### config.mk
export PLATFORM = sky130hd
export DESIGN_NAME = fperm_wb_buf
export DESIGN_NICKNAME = d
export VERILOG_FILES = /design/src/rtl/fperm_wb_buf.sv
export SDC_FILE = /design/constraint.sdc
export NUM_CORES = 1
export LEC_CHECK = 0
export CAP_MARGIN = 20
export CORE_MARGIN = 2
export CORE_UTILIZATION = 25
export CTS_CLUSTER_DIAMETER = 200
export DETAILED_ROUTE_END_ITERATION = 16
export GPL_TIMING_DRIVEN = 0
export PLACE_DENSITY_LB_ADDON = 0.05
export REMOVE_ABC_BUFFERS = 1
export SKIP_CTS_REPAIR_TIMING = 1
export SLEW_MARGIN = 40
export SYNTH_ARGS = -nofsm -noshare
export SYNTH_HDL_FRONTEND = slang
export SYNTH_SLANG_ARGS = --single-unit
### constraint.sdc
create_clock -name clk -period 8.9 [get_ports clk]
set_input_delay 1.78 -clock clk [delete_from_list [all_inputs] [get_ports clk]]
set_output_delay 1.78 -clock clk [all_outputs]
set_load 0.05 [all_outputs]
### src/rtl/fperm_wb_buf.sv
// Permute-stage writeback buffer.
// Tracks destination tags alongside the fixed-latency permute pipe, captures
// results into an in-order FIFO, and hands out issue credit so a capture can
// never find the FIFO full.
// Optional feature: define FPERM_WB_BYPASS_EN to let a result go straight to
// writeback in its capture cycle when the FIFO is empty.
module fperm_wb_buf #(
    parameter int LAT   = 1,
    parameter int DEPTH = 4,
    parameter int TAG_W = 9
) (
    input  logic                     clk,
    input  logic                     rst,
    input  logic                     issue_en,
    input  logic [TAG_W-1:0]         issue_tag,
    output logic                     issue_rdy,
    input  logic [67:0]              res_in,
    input  logic                     flush,
    output logic                     wb_valid,
    input  logic                     wb_ready,
    output logic [67:0]              wb_data,
    output logic [1:0]               wb_type,
    output logic [TAG_W-1:0]         wb_tag,
    output logic [$clog2(DEPTH):0]   count,
    output logic                     ovf_err
);

    localparam int PW = $clog2(DEPTH);
    localparam int CW = PW + 1;
    localparam logic [CW:0] DEPTH_V = (CW+1)'(DEPTH);

    logic [LAT-1:0]   pv;
    logic [TAG_W-1:0] pt [LAT];
    logic [67:0]      mem  [DEPTH];
    logic [TAG_W-1:0] tmem [DEPTH];
    logic [PW-1:0]    rd_ptr;
    logic [PW-1:0]    wr_ptr;

    logic             issue_ok;
    logic             out_vld;
    logic [TAG_W-1:0] out_tag;
    logic             cap;
    logic             fifo_vld;
    logic             push;
    logic             pop;
    logic [1:0]       inflight;
    logic [CW:0]      occ;

    assign out_vld  = pv[LAT-1];
    assign out_tag  = pt[LAT-1];
    assign cap      = out_vld & ~flush;
    assign fifo_vld = (count != '0) & ~flush & ~rst;
    assign pop      = fifo_vld & wb_ready;
    assign issue_ok = issue_en & issue_rdy & ~flush;
    assign wb_type  = wb_data[67:66];

    // Credit: buffered plus in-flight results must fit in the FIFO.
    always_comb begin
        inflight = '0;
        for (int i = 0; i < LAT; i++) begin
            inflight = inflight + {1'b0, pv[i]};
        end
        occ       = {1'b0, count} + {{(CW-1){1'b0}}, inflight};
        issue_rdy = ~rst & (occ < DEPTH_V);
    end

`ifdef FPERM_WB_BYPASS_EN
    logic byp;
    assign byp      = (count == '0) & out_vld & ~flush & ~rst;
    // A bypassed result that is accepted immediately never enters the FIFO.
    assign push     = cap & ~(byp & wb_ready);
    assign wb_valid = fifo_vld | byp;
    assign wb_data  = fifo_vld ? mem[rd_ptr]  : res_in;
    assign wb_tag   = fifo_vld ? tmem[rd_ptr] : out_tag;
`else
    assign push     = cap;
    assign wb_valid = fifo_vld;
    assign wb_data  = mem[rd_ptr];
    assign wb_tag   = tmem[rd_ptr];
`endif

    // Control state: tag-pipe valids, FIFO pointers/occupancy, sticky overflow.
    always_ff @(posedge clk) begin
        if (rst) begin
            pv      <= '0;
            rd_ptr  <= '0;
            wr_ptr  <= '0;
            count   <= '0;
            ovf_err <= 1'b0;
        end else if (flush) begin
            pv      <= '0;
            rd_ptr  <= '0;
            wr_ptr  <= '0;
            count   <= '0;
        end else begin
            pv[0] <= issue_ok;
            for (int i = 1; i < LAT; i++) begin
                pv[i] <= pv[i-1];
            end
            if (push) wr_ptr <= wr_ptr + 1'b1;
            if (pop)  rd_ptr <= rd_ptr + 1'b1;
            case ({push, pop})
                2'b10:   count <= count + 1'b1;
                2'b01:   count <= count - 1'b1;
                default: count <= count;
            endcase
            if (issue_en && !issue_rdy) ovf_err <= 1'b1;
        end
    end

    // Datapath: tag shift and FIFO storage; res_in is sampled only on a push.
    always_ff @(posedge clk) begin
        pt[0] <= issue_tag;
        for (int i = 1; i < LAT; i++) begin
            pt[i] <= pt[i-1];
        end
        if (push) begin
            mem[wr_ptr]  <= res_in;
            tmem[wr_ptr] <= out_tag;
        end
    end

endmodule
==> flow_summary_export.csv <==
group,metric,value,unit
outcome,status,"finished clean",
worst_setup_path,worst-setup-path-type,"input pin to primary output",
logic_synthesis,ys_seq_area_share,81.2,%
final_layout,final.fill_count,4421,
worst_setup_path,required,7120,ps
place,port-buffer-count,166,
power,p_leak,4.84,nW
logic_synthesis,ys_ff_latch,328,
place,routabilityCongestion,0.666,
cts,clock_sinks,328,
timing,rsz0062_at_grt,"no",
cts,clk_pin_slew,60,ps
worst_setup_path,cp_data_arrival_time,3680,ps
global_route,antenna_found_initial,2,
timing,hold_viol,0,
power,peakVddDrop,0.0956,mV
logic_synthesis,syn_area,11900,um2
logic_synthesis,synth_top_cell_by_area,"edfxtp_1",
routing,ant_nets,0,
floorplan,io_pins,167,
logic_synthesis,ys_warn_count,0,
final_layout,final_nets,770,
floorplan,core-area,46800,um2
routing,viasPerCell,4.21,
timing,slew_headroom,58.9,%
logic_synthesis,syn_area_per_cell,25.0,um2
routing,wl_per_cell,20.0,um
timing,setup_viol,0,
worst_setup_path,cp_cell_sequence,"clkdlybuf4s50_1 -> or2_2 -> nor2_1 -> clkdlybuf4s50_1",
timing,min_period,5460,ps
final_layout,layout_commonest_cell,"edfxtp_1",
final_layout,final_layout_size_suffix_gt1_share,22.3,%
power,finalPower,3.32,mW
timing,fin_crit_sh,61.3,%
worst_setup_path,path_delay_family,"buffers and inverters",
logic_synthesis,syn_inst,476,
cts,cts_inserted_buffers,40,
floorplan,initial_core_util,25.4,%
timing,tns,0,ps
final_layout,syn_to_final_growth,32.6,%
cts,cts.htree.levels,2,
global_route,grt.total_usage,11.0,%
timing,fmax,183,MHz
logic_synthesis,synth.top_cell.area_share,77.9,%
worst_setup_path,crit_buf_inv,2,
floorplan,die_h,222,um
routing,wl,26400,um
worst_setup_path,cp-end-kind,"primary output",
worst_setup_path,critPathMostFrequentCell,"clkdlybuf4s50_1",
worst_setup_path,slowest_delay,830,ps
timing,finalClockSkew,13.6,ps
final_layout,layout_common_cells,"edfxtp_1 (308), clkdlybuf4s50_1 (166), mux4_2 (77)",
cts,clock_tree.buffer_depth,3,
floorplan,rows,79,
worst_setup_path,critPathMaxFanout,7,
cts,tritoncts,"done",
final_layout,n_antenna_cell,0,
floorplan,die_w,222,um
global_route,grt-ovfl-total,0,
place,dp_hpwl,16000,um
global_route,grt_pass1_wl,39700,um
worst_setup_path,critPathSlowestCell,"clkdlybuf4s50_1",
global_route,grt_pass1_vias,6357,
routing,drt_first_iter_violations,247,
timing,worstMarginPinSlew,612,ps
routing,drt_pre_antenna_iters,4,
cts,cts_root_buf,"clkbuf_16",
floorplan,die_area,49300,um2
global_route,grt_max_degree,26,
job,drv_cap,0,
cts,clk_latency,540,ps
worst_hold_path,hold_path.class,"flop to flop",
routing,drc,0,
power,p_per_area,211,nW/um2
logic_synthesis,synth_area_leaders,"edfxtp_1 (78%), mux4_2 (15%), dfxtp_1 (3.4%)",
routing,via_count,5559,
timing,finalMaxSlewViolations,0,
worst_setup_path,worstSetupStartpointType,"input pin",
logic_synthesis,ys_types,29,
-- per-layer routing --
layer | share of wire, % | vias to the layer above | global-route usage [%] | wire, um
li1 | - | 2420 | - | -
met1 | 40 | 2946 | 12.8 | 10600
met2 | 51 | 138 | 18.9 | 13600
met3 | 5.6 | 51 | 3.25 | 1490
met4 | 2.7 | 4 | 4.64 | 717
met5 | 0.10 | - | 0 | 27
-- through the flow --
stage | cells | hold WS [ps] | setup slack [ps] | area (um2) | utilization (%)
floorplan | 455 | 430 | 2920 | 11700 | -
global placement | 1228 | 449 | 241 | 14100 | 30.2
detailed placement | 1247 | 450 | 3440 | 14500 | 31.1
CTS | 1319 | 461 | 3430 | 15700 | 33.7
global route | 1319 | 484 | 3360 | 15700 | 33.7
finish | 1319 | 457 | 3440 | 15700 | 33.7
-- worst register-to-register path, delay by kind of cell, from the launching register on --
kind | cells | cell delay [ps]
XOR/XNOR | 1 | 80
AND/OR/NAND/NOR | 3 | 980
adder cells (fa/ha/maj) | 2 | 430
flip-flops | 1 | 360
AO/OA/AOI/OAI | 1 | 150
buffers and inverters | 1 | 80
-- cells in the mapped netlist --
cell       number
and2_1          4
buf_12          4
mux2i_1         2
o2bb2ai_1       1
ha_1            5
or3_1           1
nor2_1          8
nor2b_1         1
buf_4           2
a21oi_1         2
o211ai_1        1
buf_2           9
a311oi_1        1
nand3_1         1
nand2_1         3
and3_1          1
mux4_2         77
o31ai_1         2
xor2_1          2
edfxtp_1      308
inv_1           9
dfxtp_1        20
or2_2           1
o21ai_0         1
clkbuf_1        5
nor3_1          2
buf_6           1
fa_1            1
xnor2_1         1
-- sequential cells by signal (all words and copies together) (netlist names), named ones only --
register / flops
count: 3
mem: 272
wr_ptr: 2
pt: 9
rd_ptr: 2
tmem: 36
ovf_err: 1
out_vld: 1
-- area by class of cell --
type	count	area, um2	area share (%)
Tap cell	607	759	4.82
Sequential cell	328	9660	61.3
Timing Repair Buffer	185	2040	13.0
Clock inverter	15	105	0.667
Inverter	9	33.8	0.215
Multi-Input combinational cell	118	2030	12.9
Clock buffer	57	1120	7.09
-- logic make-up after synthesis --
| kind of cell | share of synthesized area [%] |
|---|---|
| flip-flops | 81.2 |
| AO/OA/AOI/OAI | 0.463 |
| buffers and inverters | 1.72 |
| multiplexers | 14.8 |
| XOR/XNOR | 0.221 |
| adder cells (fa/ha/maj) | 0.695 |
| AND/OR/NAND/NOR | 0.895 |
-- power breakdown --
part	leakage (nW)	total, mW	internal, mW	switching [mW]
Clock	0.597	1.51	0.900	0.606
Sequential	2.94	1.70	1.70	0.00415
Combinational	1.30	0.111	0.0536	0.0575
Total	4.84	3.32	2.65	0.668
-- final timing paths --
check / slack, ps / from / to / depth (start not counted)
hold reg to reg: 460 / rd_ptr[1]$_SDFFE_PP0P_ / flop / 1
setup reg to reg: 6750 / count[2]$_SDFFE_PP0P_ / count[2]$_SDFFE_PP0P_ / 8
setup / recovery: 3440 / flush / wb_valid / 4
hold / removal: 460 / rd_ptr[1]$_SDFFE_PP0P_ / flop / 1
Note: power is estimated with default switching activity, not from simulation.
